--- src/rtl/tri_plat_pkg.sv ---
// Shared definitions for the tri_plat_pipe multi-stage flush-bypass pipeline.
package tri_plat_pkg;

  // Largest supported stage count.
  localparam int TRI_PLAT_MAX_DEPTH = 8;

  // Widest payload the parity helper accepts (payload is zero-extended to this).
  localparam int TRI_PLAT_PAR_W = 64;

  // Lowest tap bit occupied by stage k when each stage is w bits wide.
  function automatic int tap_base(input int k, input int w);
    return k * w;
  endfunction

  // Even-parity bit: makes the total count of ones (data plus parity) even.
  // Zero-extension does not change the result.
  function automatic logic even_parity(input logic [TRI_PLAT_PAR_W-1:0] data);
    return ^data;
  endfunction

endpackage

--- src/rtl/tri_plat_stage.sv ---
// One register stage of tri_plat_pipe: payload, valid, flush bypass mux and
// the rst > kill > act update priority. With TRI_PLAT_PIPE_PARITY_EN defined the
// stage also stores an even-parity bit and reports a registered parity error.
module tri_plat_stage
  import tri_plat_pkg::*;
#(
  parameter int               WIDTH = 1,
  parameter logic [WIDTH-1:0] INIT  = '0
) (
  input  logic             clk,
  input  logic             rst_i,
  input  logic             act_i,
  input  logic             kill_i,
  input  logic             flush_i,
  input  logic [WIDTH-1:0] data_i,
  input  logic             val_i,
  output logic [WIDTH-1:0] data_o,
  output logic             val_o
`ifdef TRI_PLAT_PIPE_PARITY_EN
  ,
  input  logic             inj_i,
  output logic             par_err_o
`endif
);

  logic [WIDTH-1:0] data_q, data_d;
  logic             val_q, val_d;

  // Next state: payload follows act even while kill clears the valid.
  always_comb begin
    data_d = data_q;
    val_d  = val_q;
    if (act_i) begin
      data_d = data_i;
    end
    if (kill_i) begin
      val_d = 1'b0;
    end else if (act_i) begin
      val_d = val_i;
    end
  end

  // State register with synchronous reset to INIT / invalid.
  always_ff @(posedge clk) begin
    if (rst_i) begin
      data_q <= INIT;
      val_q  <= 1'b0;
    end else begin
      data_q <= data_d;
      val_q  <= val_d;
    end
  end

  // A flushed stage is transparent but keeps capturing underneath.
  assign data_o = flush_i ? data_i : data_q;
  assign val_o  = flush_i ? val_i  : val_q;

`ifdef TRI_PLAT_PIPE_PARITY_EN
  logic par_q, par_d;
  logic par_err_q, par_err_d;

  // Parity is generated from this stage's input; inj_i forces a bad bit.
  always_comb begin
    par_d     = par_q;
    par_err_d = 1'b0;
    if (act_i) begin
      par_d = even_parity(TRI_PLAT_PAR_W'(data_i)) ^ inj_i;
    end
    // Only a live, unbypassed register can report an error.
    if (val_q && !flush_i &&
        (even_parity(TRI_PLAT_PAR_W'(data_q)) != par_q)) begin
      par_err_d = 1'b1;
    end
  end

  // Parity bit and registered error flag; reset parity matches INIT.
  always_ff @(posedge clk) begin
    if (rst_i) begin
      par_q     <= even_parity(TRI_PLAT_PAR_W'(INIT));
      par_err_q <= 1'b0;
    end else begin
      par_q     <= par_d;
      par_err_q <= par_err_d;
    end
  end

  assign par_err_o = par_err_q;
`endif

endmodule

--- src/rtl/tri_plat_pipe.sv ---
// tri_plat_pipe: DEPTH-stage payload+valid pipeline where every stage can be
// bypassed combinationally (flush), with shared advance (act), synchronous valid
// kill and per-stage post-bypass taps. Optional parity: TRI_PLAT_PIPE_PARITY_EN.
`ifndef NCLK_WIDTH
`define NCLK_WIDTH 1
`endif

module tri_plat_pipe
  import tri_plat_pkg::*;
#(
  parameter int               WIDTH  = 1,
  parameter int               OFFSET = 0,
  parameter int               DEPTH  = 2,
  parameter logic [WIDTH-1:0] INIT   = '0
) (
  input  logic [0:`NCLK_WIDTH-1]        nclk,
  input  logic                          rst,
  inout  wire                           vd,
  inout  wire                           gd,
  input  logic                          act,
  input  logic                          kill,
  input  logic [0:DEPTH-1]              flush,
  input  logic [OFFSET:OFFSET+WIDTH-1]  din,
  input  logic                          din_val,
  output logic [OFFSET:OFFSET+WIDTH-1]  q,
  output logic                          q_val,
  output logic [0:DEPTH*WIDTH-1]        tap,
  output logic [0:DEPTH-1]              tap_val
`ifdef TRI_PLAT_PIPE_PARITY_EN
  ,
  input  logic                          par_inj,
  output logic [0:DEPTH-1]              par_err
`endif
);

  // Only nclk[0] clocks the block; the rest of the bundle and the supply pins
  // are carried for interface compatibility.
  logic clk;
  assign clk = nclk[0];

  logic unused_pins;
  assign unused_pins = ^{vd, gd, nclk};

  // chain_*[k] is the input of stage k; chain_*[k+1] is its post-bypass output.
  logic [WIDTH-1:0] chain_data [0:DEPTH];
  logic             chain_val  [0:DEPTH];

  assign chain_data[0] = din;
  assign chain_val[0]  = din_val;

  generate
    for (genvar gi = 0; gi < DEPTH; gi++) begin : g_stage
      tri_plat_stage #(
        .WIDTH (WIDTH),
        .INIT  (INIT)
      ) u_stage (
        .clk       (clk),
        .rst_i     (rst),
        .act_i     (act),
        .kill_i    (kill),
        .flush_i   (flush[gi]),
        .data_i    (chain_data[gi]),
        .val_i     (chain_val[gi]),
        .data_o    (chain_data[gi+1]),
        .val_o     (chain_val[gi+1])
`ifdef TRI_PLAT_PIPE_PARITY_EN
        ,
        .inj_i     ((gi == 0) ? par_inj : 1'b0),
        .par_err_o (par_err[gi])
`endif
      );

      assign tap[tap_base(gi, WIDTH) +: WIDTH] = chain_data[gi+1];
      assign tap_val[gi]                       = chain_val[gi+1];
    end
  endgenerate

  assign q     = chain_data[DEPTH];
  assign q_val = chain_val[DEPTH];

endmodule
--- config.mk ---
export PLATFORM = sky130hd
export DESIGN_NAME = tri_plat_pipe
export DESIGN_NICKNAME = d
export VERILOG_FILES = /design/src/rtl/tri_plat_pkg.sv /design/src/rtl/tri_plat_stage.sv /design/src/rtl/tri_plat_pipe.sv
export SDC_FILE = /design/constraint.sdc
export NUM_CORES = 1
export LEC_CHECK = 0
export BUFFER_PORTS_ARGS = -buffer_cell sky130_fd_sc_hd__buf_2
export CELL_PAD_IN_SITES_DETAIL_PLACEMENT = 0
export CELL_PAD_IN_SITES_GLOBAL_PLACEMENT = 2
export CORE_AREA = 2 2 39 41
export DETAILED_ROUTE_END_ITERATION = 12
export DIE_AREA = 0 0 41 43
export PLACE_DENSITY = 0.68
export RECOVER_POWER = 50
export SYNTH_ARGS = -nofsm -noshare
export SYNTH_HDL_FRONTEND = slang
export SYNTH_SLANG_ARGS = --single-unit
--- constraint.sdc ---
create_clock -name nclk -period 1.3 [get_ports nclk]
set_input_delay 0.26 -clock nclk [delete_from_list [all_inputs] [get_ports nclk]]
set_output_delay 0.26 -clock nclk [all_outputs]
set_load 0.01 [all_outputs]
* Word-level counts from Yosys, hierarchy flattened *
Cells that the tools add are included.

operators by class
  reductions and logical operators = 1
  multiplexer cells = 4

operator list
  cell             number
  $mux 1           4
  $reduce_or 2->1  1

word-level totals
  register bits = 4
  output and inout port bits = 8
  input port bits = 8
  word-level logic and storage cells = 9

* Longest topological paths before layout *
  depth in word-level cells = 2
  depth in mapped cells = 3
  gate-level depth less buffers = 2

* Hierarchy *
A second synthesis with hierarchy kept.

unflattened totals
  cells, all modules = 18
  area total of the unflattened synthesis = 207.7 um^2

modules (own cells, without submodules)
  module          instances  cells an instance  area an instance (um^2)  sequential area each (um^2)
  tri_plat_stage  2          8                  96.3                     40.0
  tri_plat_pipe   1          2                  15.0                     0.0

* Least setup slack after synthesis *
No wires, ideal clock.

  path type = reg2out
  from = register g_stage[0].u_stage.val_q
  to = output tap_val[1] (netlist bit)
  stages on the path, launching flop included = 4
  path slack = 174 ps
  path buffers = 1
  arrival = 866 ps
  data required time = 1,040 ps
  cell sequence = dfxtp_1 -> mux2i_1 -> a21oi_1 -> buf_4

on the way
  word-level cells in the longest chain between the ends = 2

RTL lines
  element                   line                  source
  start: declaration        tri_plat_stage.sv:27  logic val_q, val_d;
  start signal: assignment  tri_plat_stage.sv:50  val_q <= val_d;
  $mux 1 (2 in series)      tri_plat_stage.sv:56  assign val_o = flush_i ? val_i : val_q;
  end: declaration          tri_plat_pipe.sv:28   output logic [0:DEPTH-1] tap_val

No other way between the ends.

* Final worst setup path *
Ends and elaborated chain as after synthesis.

==> metrics.md <==
| Metric | Value |
|---|---|
| Hold Buf Count CTS | `0` |
| TritonCTS clock tree | `yes` |
| Filler cells | `161` |
| Worst R2R Start | `g_stage[0].u_stage.val_q` |
| Critical path capture point type | `primary output` |
| Die X | `41 um` |
| Synth Area in XOR/XNOR | `0` |
| Vias in the first global route | `175` |
| Gpl congestion | `0.6097` |
| Multiplexer share of the synthesized area | `0.1829` |
| Hold Vio Cnt, Final | `0` |
| Io pins | `16` |
| Post-synth EDFFs | `0` |
| Synth Area in Simple Gates | `0.1086` |
| Worst-margin pin slew | `0.3132 ns` |
| Slew headroom | `0.7858` |
| WL/cell | `8.481 um` |
| Clock Path Buffers | `2` |
| Number of library cell types mapped by synthesis | `10` |
| FMAX | `824.1 MHz` |
| Multi-input logic area | `122.6 um2` |
| Worst Hold Launch | `kill` |
| Row count | `14` |
| Layout Nets | `48` |
| Global-route wire length before repair | `655 um` |
| Via count | `196` |
| Ys flop type | `dfxtp_1` |
| Core Region | `1384 um2` |
| CTS Sinks | `4` |
| IR drop worst, VDD | `548.5 uV` |
| Register bit total from synthesis | `4` |
| End of the worst register-to-register path | `g_stage[1].u_stage.val_q` |
| Pwr Total | `0.3599 mW` |
| Crit Path Category | `reg2out` |
| Synth area leader | `dfxtp_1` |
| Crit path DAT | `0.95 ns` |
| Setup TNS | `0 ns` |
| Largest family of logic cells by synthesized area | `buffers and inverters` |
| Pleak | `0.1530 nW` |
| Fin Clk Skew | `0.003456 ns` |
| Most common library cells after synthesis | `nor2_1, buf_4, dfxtp_1, mux2i_1` |
| Global route overflow | `0` |
| Hold Path End | `g_stage[0].u_stage.val_q` |
| Root Driver | `clkbuf_4` |
| Worst path required time | `1.04 ns` |
| DRC errors left | `0` |
| Antenna Nets Post-Route | `0` |
| Post-synth top area share | `0.3657` |
| Drt pass-1 iters | `2` |
| Post-synthesis async set-or-reset flop share | `0` |
| Worst Setup Start Kind | `flip-flop` |
| Crit-path max FO | `3` |
| Tmin final | `1.213 ns` |
| Adder-Cell Fraction of Synth Area | `0` |
| Input/output buffers | `13` |
| Ant. Diodes | `0` |
| Most common cell in the netlist | `nor2_1` |
| Setup WS pre-CTS | `0.05169 ns` |
| Post-synthesis sequential area ratio | `0.3657` |
| Syn Area/Cell | `8.758 um2` |
| Ys Warns | `0` |
| Register area | `80.08 um2` |
| Reg2reg setup slack | `0.37 ns` |
| Instance count of the mapped netlist | `25` |
| Layout cell share with drive strength beyond 1 | `0.5556` |
| Initial core utilization | `0.1582` |
| Final worst setup slack | `0.08658 ns` |
| Initial antenna violation count | `0` |
| Endpoints left unconstrained | `2` |
| Gr usage total | `0.05954` |
| Hold WC Path Type | `in2reg` |
| Largest net degree at the start of global routing | `7` |
| Final setup viols | `0` |
| Status | `completed` |
| Die area | `1763 um2` |
| Worst Reg-to-Reg Cells | `2` |
| CTS buffer count | `3` |
| Max Cap Viol | `0` |
| Synth area leaders | `dfxtp_1, mux2i_1, buf_4` |
| Post-synthesis compound-gate area fraction | `0.1486` |
| Mapped Area | `219.0 um2` |
| DR vias/cell | `3.769` |
| Max Slew Vio Count | `0` |
| Clk_lat worst skew | `0.23 ns` |
| Layout Area Growth over Synthesis | `45.14%` |
| # H-tree levels | `1` |
| RSZ-0062 raised after global routing | `false` |
| Dpl hpwl | `343.7 um` |
| Hold path cells | `2` |
| Post-synth net total | `35` |
| Chip Height | `43 um` |
| Total wire length | `441 um` |
| Initial drt markers | `2` |
| Clk slew on worst S/H paths | `0.03 ns` |
| PD cells | `1133 nW/um2` |
| Final period util | `0.9334` |
[worst max-delay path, stage by stage (launching register included)]
cell and delay [ns]:
dfxtp_1 0.36, mux2i_4 0.09, a21oi_2 0.14, buf_2 0.14
[routing by layer]
| metal | global-route usage | part of all wire | vias up | wire [um] |
|---|---|---|---|---|
| met5 | 0 | 0 | - | 0 |
| met4 | 0.02000 | 0 | 0 | 0 |
| met3 | 0.06283 | 0.16 | 0 | 69 |
| met2 | 0.06250 | 0.32 | 14 | 143 |
| met1 | 0.07843 | 0.52 | 80 | 228 |
| li1 | - | - | 102 | - |
[state kept, by name, summed over array words and instances, names as in the netlist]
name / flops
g_stage.u_stage.data_q: 2
g_stage.u_stage.val_q: 2
[how the worst max path moves through the flow]
stage,startpoint,to,slack [ns],cells after the start
floorplan,g_stage[0].u_stage.val_q,tap_val[1],0.17,3
global placement,flush[0],tap_val[1],0.06,4
detailed placement,flush[0],tap_val[1],0.05,4
CTS,g_stage[0].u_stage.val_q,tap_val[1],0.001,3
global route,g_stage[0].u_stage.val_q,q_val,0.01,3
finish,g_stage[0].u_stage.val_q,tap_val[1],0.09,3
[metrics by stage]
stage                     cell area [um2]    util  cells  hold slack (ns)
after floorplan                     219.0       -     25           0.3289
after CTS                           299.0  0.2161     52           0.2000
after global routing                317.8  0.2297     52           0.1927
final                               317.8  0.2297     52           0.2097
after global placement              269.0  0.1944     49           0.4501
after detailed placement            269.0  0.1944     49           0.4492
[layout by cell type, fill, tap and decap left out, drive strengths merged]
cell type / instances
a2111oi: 1
a211oi: 1
a21oi: 2
buf: 13
clkbuf: 3
dfxtp: 4
inv: 2
mux2i: 4
nor2: 5
nor3: 1
[area by class of cell]
type,count,area share
Tap cell,16,0.06299
Sequential cell,4,0.2520
Timing Repair Buffer,13,0.2047
Inverter,2,0.02362
Multi-Input combinational cell,14,0.3858
Clock buffer,3,0.07087
[cell families (layout without fill, tap and decap cells)]
logic type             after synthesis  in the layout
AND/OR/NAND/NOR                      6              6
AO/OA/AOI/OAI                        4              4
flip-flops                           4              4
buffers and inverters                7             18
multiplexers                         4              4
[power by group]
part	total [mW]	switching [mW]	leakage, nW	internal (mW)
clock network	0.149	0.0465	0.0138	0.103
logic	0.0765	0.0396	0.106	0.0369
registers	0.134	0.00412	0.0329	0.130
total	0.360	0.0903	0.153	0.270
[timing repair]
item | in CTS | in global routing
endpoints found under the setup margin | 4 | 4
gates resized for setup | 2 | 5
pin swaps | 0 | 1
setup buffers | 0 | 0
cloned | 0 | 0
No activity file was read; power rests on OpenSTA's default activity.
